**config.mk**
```make
export PLATFORM = sky130hd
export DESIGN_NAME = pipe_hazard_ctrl
export DESIGN_NICKNAME = d
export VERILOG_FILES = /design/src/rtl/pipe_hazard_ctrl.sv
export SDC_FILE = /design/constraint.sdc
export NUM_CORES = 1
export LEC_CHECK = 0
export BUFFER_PORTS_ARGS = -buffer_cell sky130_fd_sc_hd__buf_4
export CAP_MARGIN = 15
export CORE_MARGIN = 2
export CORE_UTILIZATION = 39
export DETAILED_ROUTE_END_ITERATION = 8
export PLACE_DENSITY = 0.71
export SYNTH_ARGS = -nofsm -noshare
export SYNTH_HDL_FRONTEND = slang
export SYNTH_SLANG_ARGS = --single-unit
```
**constraint.sdc**
```tcl
create_clock -name clk_i -period 3.92 [get_ports clk_i]
set_input_delay 0.392 -clock clk_i [delete_from_list [all_inputs] [get_ports clk_i]]
set_output_delay 0.392 -clock clk_i [all_outputs]
set_load 0.1 [all_outputs]
```
**src/rtl/pipe_hazard_ctrl.sv**
```systemverilog
// Stall/flush sequencer for a 5-stage pipeline: load-use, multi-cycle mul, taken-branch and stop/drain.
// Outputs are Mealy (combinational from state, counter and inputs) so hazards act in the cycle they appear.
module pipe_hazard_ctrl #(
    parameter int unsigned MUL_STALL = 2,
    parameter int unsigned DRAIN_CYC = 3,
    parameter int unsigned CNT_W     = 4
) (
    input  logic       clk_i,
    input  logic       rst_i,
    input  logic       start_i,
    input  logic [4:0] ID_rs1_i,
    input  logic [4:0] ID_rs2_i,
    input  logic [4:0] EX_rd_i,
    input  logic       EX_MemRead_i,
    input  logic       EX_mul_i,
    input  logic       branch_taken_i,
    output logic       PCWrite_o,
    output logic       PCSrc_o,
    output logic       IFIDWrite_o,
    output logic       IFIDFlush_o,
    output logic       IDEXWrite_o,
    output logic       IDEXBubble_o,
    output logic       EXMEMBubble_o,
    output logic       busy_o
);

    typedef enum logic [1:0] {
        S_IDLE     = 2'd0,
        S_RUN      = 2'd1,
        S_MUL_WAIT = 2'd2,
        S_DRAIN    = 2'd3
    } state_t;

    localparam logic [CNT_W-1:0] MUL_LOAD   = CNT_W'(MUL_STALL - 1);
    localparam logic [CNT_W-1:0] DRAIN_LOAD = CNT_W'(DRAIN_CYC - 1);
    localparam logic             MUL_EN     = (MUL_STALL != 0);

    state_t           r_state;
    state_t           w_state_nxt;
    logic [CNT_W-1:0] r_cnt;
    logic [CNT_W-1:0] w_cnt_nxt;
    logic             w_load_use;
    logic             w_cnt_zero;

    // x0 is hardwired zero, so a load targeting it never creates a dependency
    assign w_load_use = EX_MemRead_i && (EX_rd_i != 5'd0) &&
                        ((EX_rd_i == ID_rs1_i) || (EX_rd_i == ID_rs2_i));
    assign w_cnt_zero = (r_cnt == '0);

    always_ff @(posedge clk_i or negedge rst_i) begin
        if (!rst_i) begin
            r_state <= S_IDLE;
            r_cnt   <= '0;
        end else begin
            r_state <= w_state_nxt;
            r_cnt   <= w_cnt_nxt;
        end
    end

    always_comb begin
        w_state_nxt   = r_state;
        w_cnt_nxt     = r_cnt;
        PCWrite_o     = 1'b1;
        PCSrc_o       = 1'b0;
        IFIDWrite_o   = 1'b1;
        IFIDFlush_o   = 1'b0;
        IDEXWrite_o   = 1'b1;
        IDEXBubble_o  = 1'b0;
        EXMEMBubble_o = 1'b0;
        busy_o        = (r_state != S_IDLE);

        unique case (r_state)
            S_IDLE: begin
                PCWrite_o    = 1'b0;
                IFIDWrite_o  = 1'b0;
                IFIDFlush_o  = 1'b1;
                IDEXBubble_o = 1'b1;
                if (start_i) begin
                    w_state_nxt = S_RUN;
                end
            end
            S_RUN: begin
                if (!start_i) begin
                    PCWrite_o    = 1'b0;
                    IFIDWrite_o  = 1'b0;
                    IFIDFlush_o  = 1'b1;
                    IDEXBubble_o = 1'b1;
                    w_cnt_nxt    = DRAIN_LOAD;
                    w_state_nxt  = S_DRAIN;
                end else if (EX_mul_i && MUL_EN) begin
                    PCWrite_o     = 1'b0;
                    IFIDWrite_o   = 1'b0;
                    IDEXWrite_o   = 1'b0;
                    EXMEMBubble_o = 1'b1;
                    w_cnt_nxt     = MUL_LOAD;
                    w_state_nxt   = S_MUL_WAIT;
                end else if (w_load_use) begin
                    // branch in ID is held back and re-resolves once the load clears
                    PCWrite_o    = 1'b0;
                    IFIDWrite_o  = 1'b0;
                    IDEXBubble_o = 1'b1;
                end else if (branch_taken_i) begin
                    PCSrc_o     = 1'b1;
                    IFIDFlush_o = 1'b1;
                end
            end
            S_MUL_WAIT: begin
                if (!w_cnt_zero) begin
                    PCWrite_o     = 1'b0;
                    IFIDWrite_o   = 1'b0;
                    IDEXWrite_o   = 1'b0;
                    EXMEMBubble_o = 1'b1;
                    w_cnt_nxt     = r_cnt - CNT_W'(1);
                end else begin
                    // release cycle: the mul leaves EX, so EX_mul_i here is stale
                    w_state_nxt = S_RUN;
                    if (w_load_use) begin
                        PCWrite_o    = 1'b0;
                        IFIDWrite_o  = 1'b0;
                        IDEXBubble_o = 1'b1;
                    end else if (branch_taken_i) begin
                        PCSrc_o     = 1'b1;
                        IFIDFlush_o = 1'b1;
                    end
                end
            end
            S_DRAIN: begin
                PCWrite_o    = 1'b0;
                IFIDWrite_o  = 1'b0;
                IFIDFlush_o  = 1'b1;
                IDEXBubble_o = 1'b1;
                if (!w_cnt_zero) begin
                    w_cnt_nxt = r_cnt - CNT_W'(1);
                end else begin
                    w_state_nxt = S_IDLE;
                end
            end
            default: begin
                w_state_nxt = S_IDLE;
                w_cnt_nxt   = '0;
            end
        endcase
    end

endmodule

```
==> results.py <==
metrics = {
    "critical_path": {
        "timing.critical_path.to_type": "primary output",
        "setup_cp_type": "reg -> out",
        "setup.worst_path.start_class": "register",
        "worst_path_fanout_max": 11,
        "worst_r2r_endpoint": "r_cnt[0]",
        "ff2ff_setup_slack_ns": 1.91,
        "signal_arrival_time_at_the_worst_endpoint_ns": 2.07,
        "ff2ff_path_depth": 7,
        "crit_required_ns": 3.53,
        "timing.rr.start": "r_state[1]",
    },
    "synth": {
        "syn-cell-area_um2": 664,
        "netlist.area_leader.share": 0.226,
        "synth_cells": 84,
        "postSynthRegisterBits": 6,
        "synth_xor_area_frac": 0.132,
        "dominant_combinational_cell_family_by_area_after_synthesis": "simple AND/OR/NAND/NOR gates",
        "synth_largest_area_cell": "sky130_fd_sc_hd__dfrtp_1",
        "post_synth_mux_area_share": 0.0471,
        "synth-async-reset-ratio": 1.00,
        "yosysUniqueCellTypes": 31,
        "synth-main-ff-cell": "sky130_fd_sc_hd__dfrtp_1",
        "synthesis.yosys.warnings": 0,
        "post-synth-top-count-cell": "sky130_fd_sc_hd__nand2_1",
        "synth.avg_cell_area_um2": 7.91,
        "synth.top_cells.by_count": "sky130_fd_sc_hd__nand2_1 (11), sky130_fd_sc_hd__xor2_1 (10), sky130_fd_sc_hd__inv_1 (8), sky130_fd_sc_hd__dfrtp_1 (6), sky130_fd_sc_hd__o21ai_0 (6)",
        "synth-seq-area-share": 0.226,
        "synth-compound-area-share": 0.198,
        "synth_enable_flop_cells": 0,
        "netlist_top_cells_area": "sky130_fd_sc_hd__dfrtp_1 (23%), sky130_fd_sc_hd__xor2_1 (13%), sky130_fd_sc_hd__ha_1 (9.4%), sky130_fd_sc_hd__nand2_1 (6.2%), sky130_fd_sc_hd__o21ai_0 (4.5%)",
        "synthSimpleGateAreaFrac": 0.239,
        "syn-num-nets": 110,
        "yosys.area_share.adder": 0.0942,
    },
    "routing": {
        "postRouteWirelength_mm": 1.41,
        "dr_total_vias": 663,
        "post_drt_wl_per_cell_um": 10.9,
        "drc": 0,
        "post_drt_via_cell_ratio": 5.10,
        "drtAntennaViolNets": 0,
        "drtIter0Drc": 9,
        "drt_pass1_iterations": 4,
    },
    "cells_and_area": {
        "antennaDiodeCount": 0,
        "final-instance-count-excl-fill": 130,
        "num-nets-final": 142,
        "area_delta_synth_final_pct": 37.7,
        "design_area_um2": 915,
        "drive_gt1_frac": 0.342,
    },
    "floorplanning": {
        "placeableCoreArea_mm2": 0.00156,
        "top_level_ports": 29,
        "die_area_mm2": 0.00205,
        "dieHeight_um": 45.3,
        "die_w_um": 45.3,
        "floorplan.initialDensity": 0.426,
        "std_cell_rows": 14,
    },
    "timing": {
        "final_hold_viol_count": 0,
        "setup_violations": 0,
        "fin_crit_ns": 2.46,
        "finClkSkew_ns": 0.00135,
        "period_share": 0.629,
        "fin_setup_tns_ns": 0,
        "slew_viol_final": 0,
        "worst_slew_pin_slew_ns": 0.380,
        "relSlewSlack": 0.747,
        "rsz0062_at_grt": "false",
        "maximum_clock_frequency_mhz": 406,
    },
    "clock_network": {
        "clockBufferDepth": 2,
        "clk_pin_slew_ns": 0.04,
        "setup_fix_buffers_added_after_clock_tree_synthesis": 0,
        "cts_tree": "done",
        "insertion_delay_ns": 0.24,
        "tritoncts_num_sinks": 6,
        "ctsHtreeMaxLevel": 1,
        "clock-root-buffer": "sky130_fd_sc_hd__clkbuf_4",
        "tritoncts_buffers": 3,
    },
    "worst_hold_path": {
        "hp-start": "start_i",
        "hold_end": "r_cnt[0]",
        "timing.hold.worst_path_depth": 2,
        "worstHoldPathType": "in -> reg",
    },
    "place": {
        "place.detailed.hpwl_mm": 1.23,
        "placed_cells": 126,
        "place_congestion": 0.828,
        "placement.cell_area_um2": 882,
        "port-buffer-count": 28,
    },
    "grt": {
        "grt_first_pass_wirelength_mm": 2.53,
        "gr-total-overflow": 0,
        "antenna_found_initial": 0,
        "maximum_number_of_pins_on_one_net_before_global_route_repair": 12,
        "gr-usage-all-layers": 0.164,
        "first_global_vias": 645,
    },
    "flow_run": {
        "drv_cap": 0,
    },
    "run_status": {
        "status": "completed",
    },
}
-- worst max path at each step --
stage,start,to,slack (ns),cells past startpoint
6_report,r_state[1],PCSrc_o,1.46,5
5_1_grt,r_state[1],PCSrc_o,1.26,5
4_1_cts,r_state[1],PCSrc_o,1.45,5
3_5_place_dp,r_state[1],PCSrc_o,1.71,5
3_3_place_gp,EX_rd_i[0],PCSrc_o,1.71,6
2_1_floorplan,EX_rd_i[0],PCSrc_o,0.16,4
-- layer usage --
metal	wire length, um	global-route usage	part of all wire	up-vias
met3	41	0.0400	0.029	0
li1	-	-	-	355
met4	0	0.0353	0	0
met2	708	0.266	0.50	15
met1	664	0.220	0.47	293
met5	0	0	0	-
-- cells by family after synthesis --
| kind of cell | count (synthesis) |
|---|---|
| simple gates | 31 |
| mux | 3 |
| buf+inv | 10 |
| flops | 6 |
| fa+ha+maj | 5 |
| compound gates | 19 |
| xor+xnor | 10 |
-- cell usage in the layout (no fill, tap or decap), types with 2 or more instances in the layout --
master and instances:
sky130_fd_sc_hd__nand2_1 11, sky130_fd_sc_hd__mux2i_1 2, sky130_fd_sc_hd__xor2_1 10, sky130_fd_sc_hd__buf_4 28, sky130_fd_sc_hd__clkbuf_4 3, sky130_fd_sc_hd__ha_1 5
sky130_fd_sc_hd__nor3_1 4, sky130_fd_sc_hd__inv_1 8, sky130_fd_sc_hd__nand3_1 4, sky130_fd_sc_hd__o21ai_1 2, sky130_fd_sc_hd__o21ai_0 6, sky130_fd_sc_hd__nor2_1 5
sky130_fd_sc_hd__dfrtp_1 6, sky130_fd_sc_hd__a21oi_1 2
-- layout make-up --
type / instances / area, um^2
multi-input combinational: 68 / 472
fill: 152 / 644
inverter: 8 / 30.0
tap: 16 / 20.0
sequential: 6 / 150
timing repair buffer: 29 / 220
clock buffer: 3 / 22.5
-- flip-flops by register name (all words and copies together) (netlist names) --
register,flops
r_state,2
r_cnt,4
-- worst max-delay path, stage by stage, from the launching register on --
cell and delay, ns:
sky130_fd_sc_hd__dfrtp_1 0.42, sky130_fd_sc_hd__inv_1 0.13, sky130_fd_sc_hd__ha_1 0.40, sky130_fd_sc_hd__nand3b_1 0.27, sky130_fd_sc_hd__a211oi_1 0.28, sky130_fd_sc_hd__buf_4 0.32
-- metrics by stage --
step / utilization / worst slack [ns] / hold WS, ns
floorplan: - / 0.163 / 0.0964
global placement: 0.566 / 1.71 / 0.203
detailed placement: 0.566 / 1.71 / 0.206
CTS: 0.587 / 1.45 / 0.453
global route: 0.587 / 1.26 / 0.465
finish: 0.587 / 1.46 / 0.455
-- timing repair --
action                                  4_1_cts  5_1_grt
hold endpoints to repair                      6        0
resized for setup                             0        0
endpoints found under the setup margin        0        0
hold buffers                                  1        0
Power is left out: the tool's default activity adds up to more than one toggle a clock period on the data nets, which glitch-free logic cannot reach.
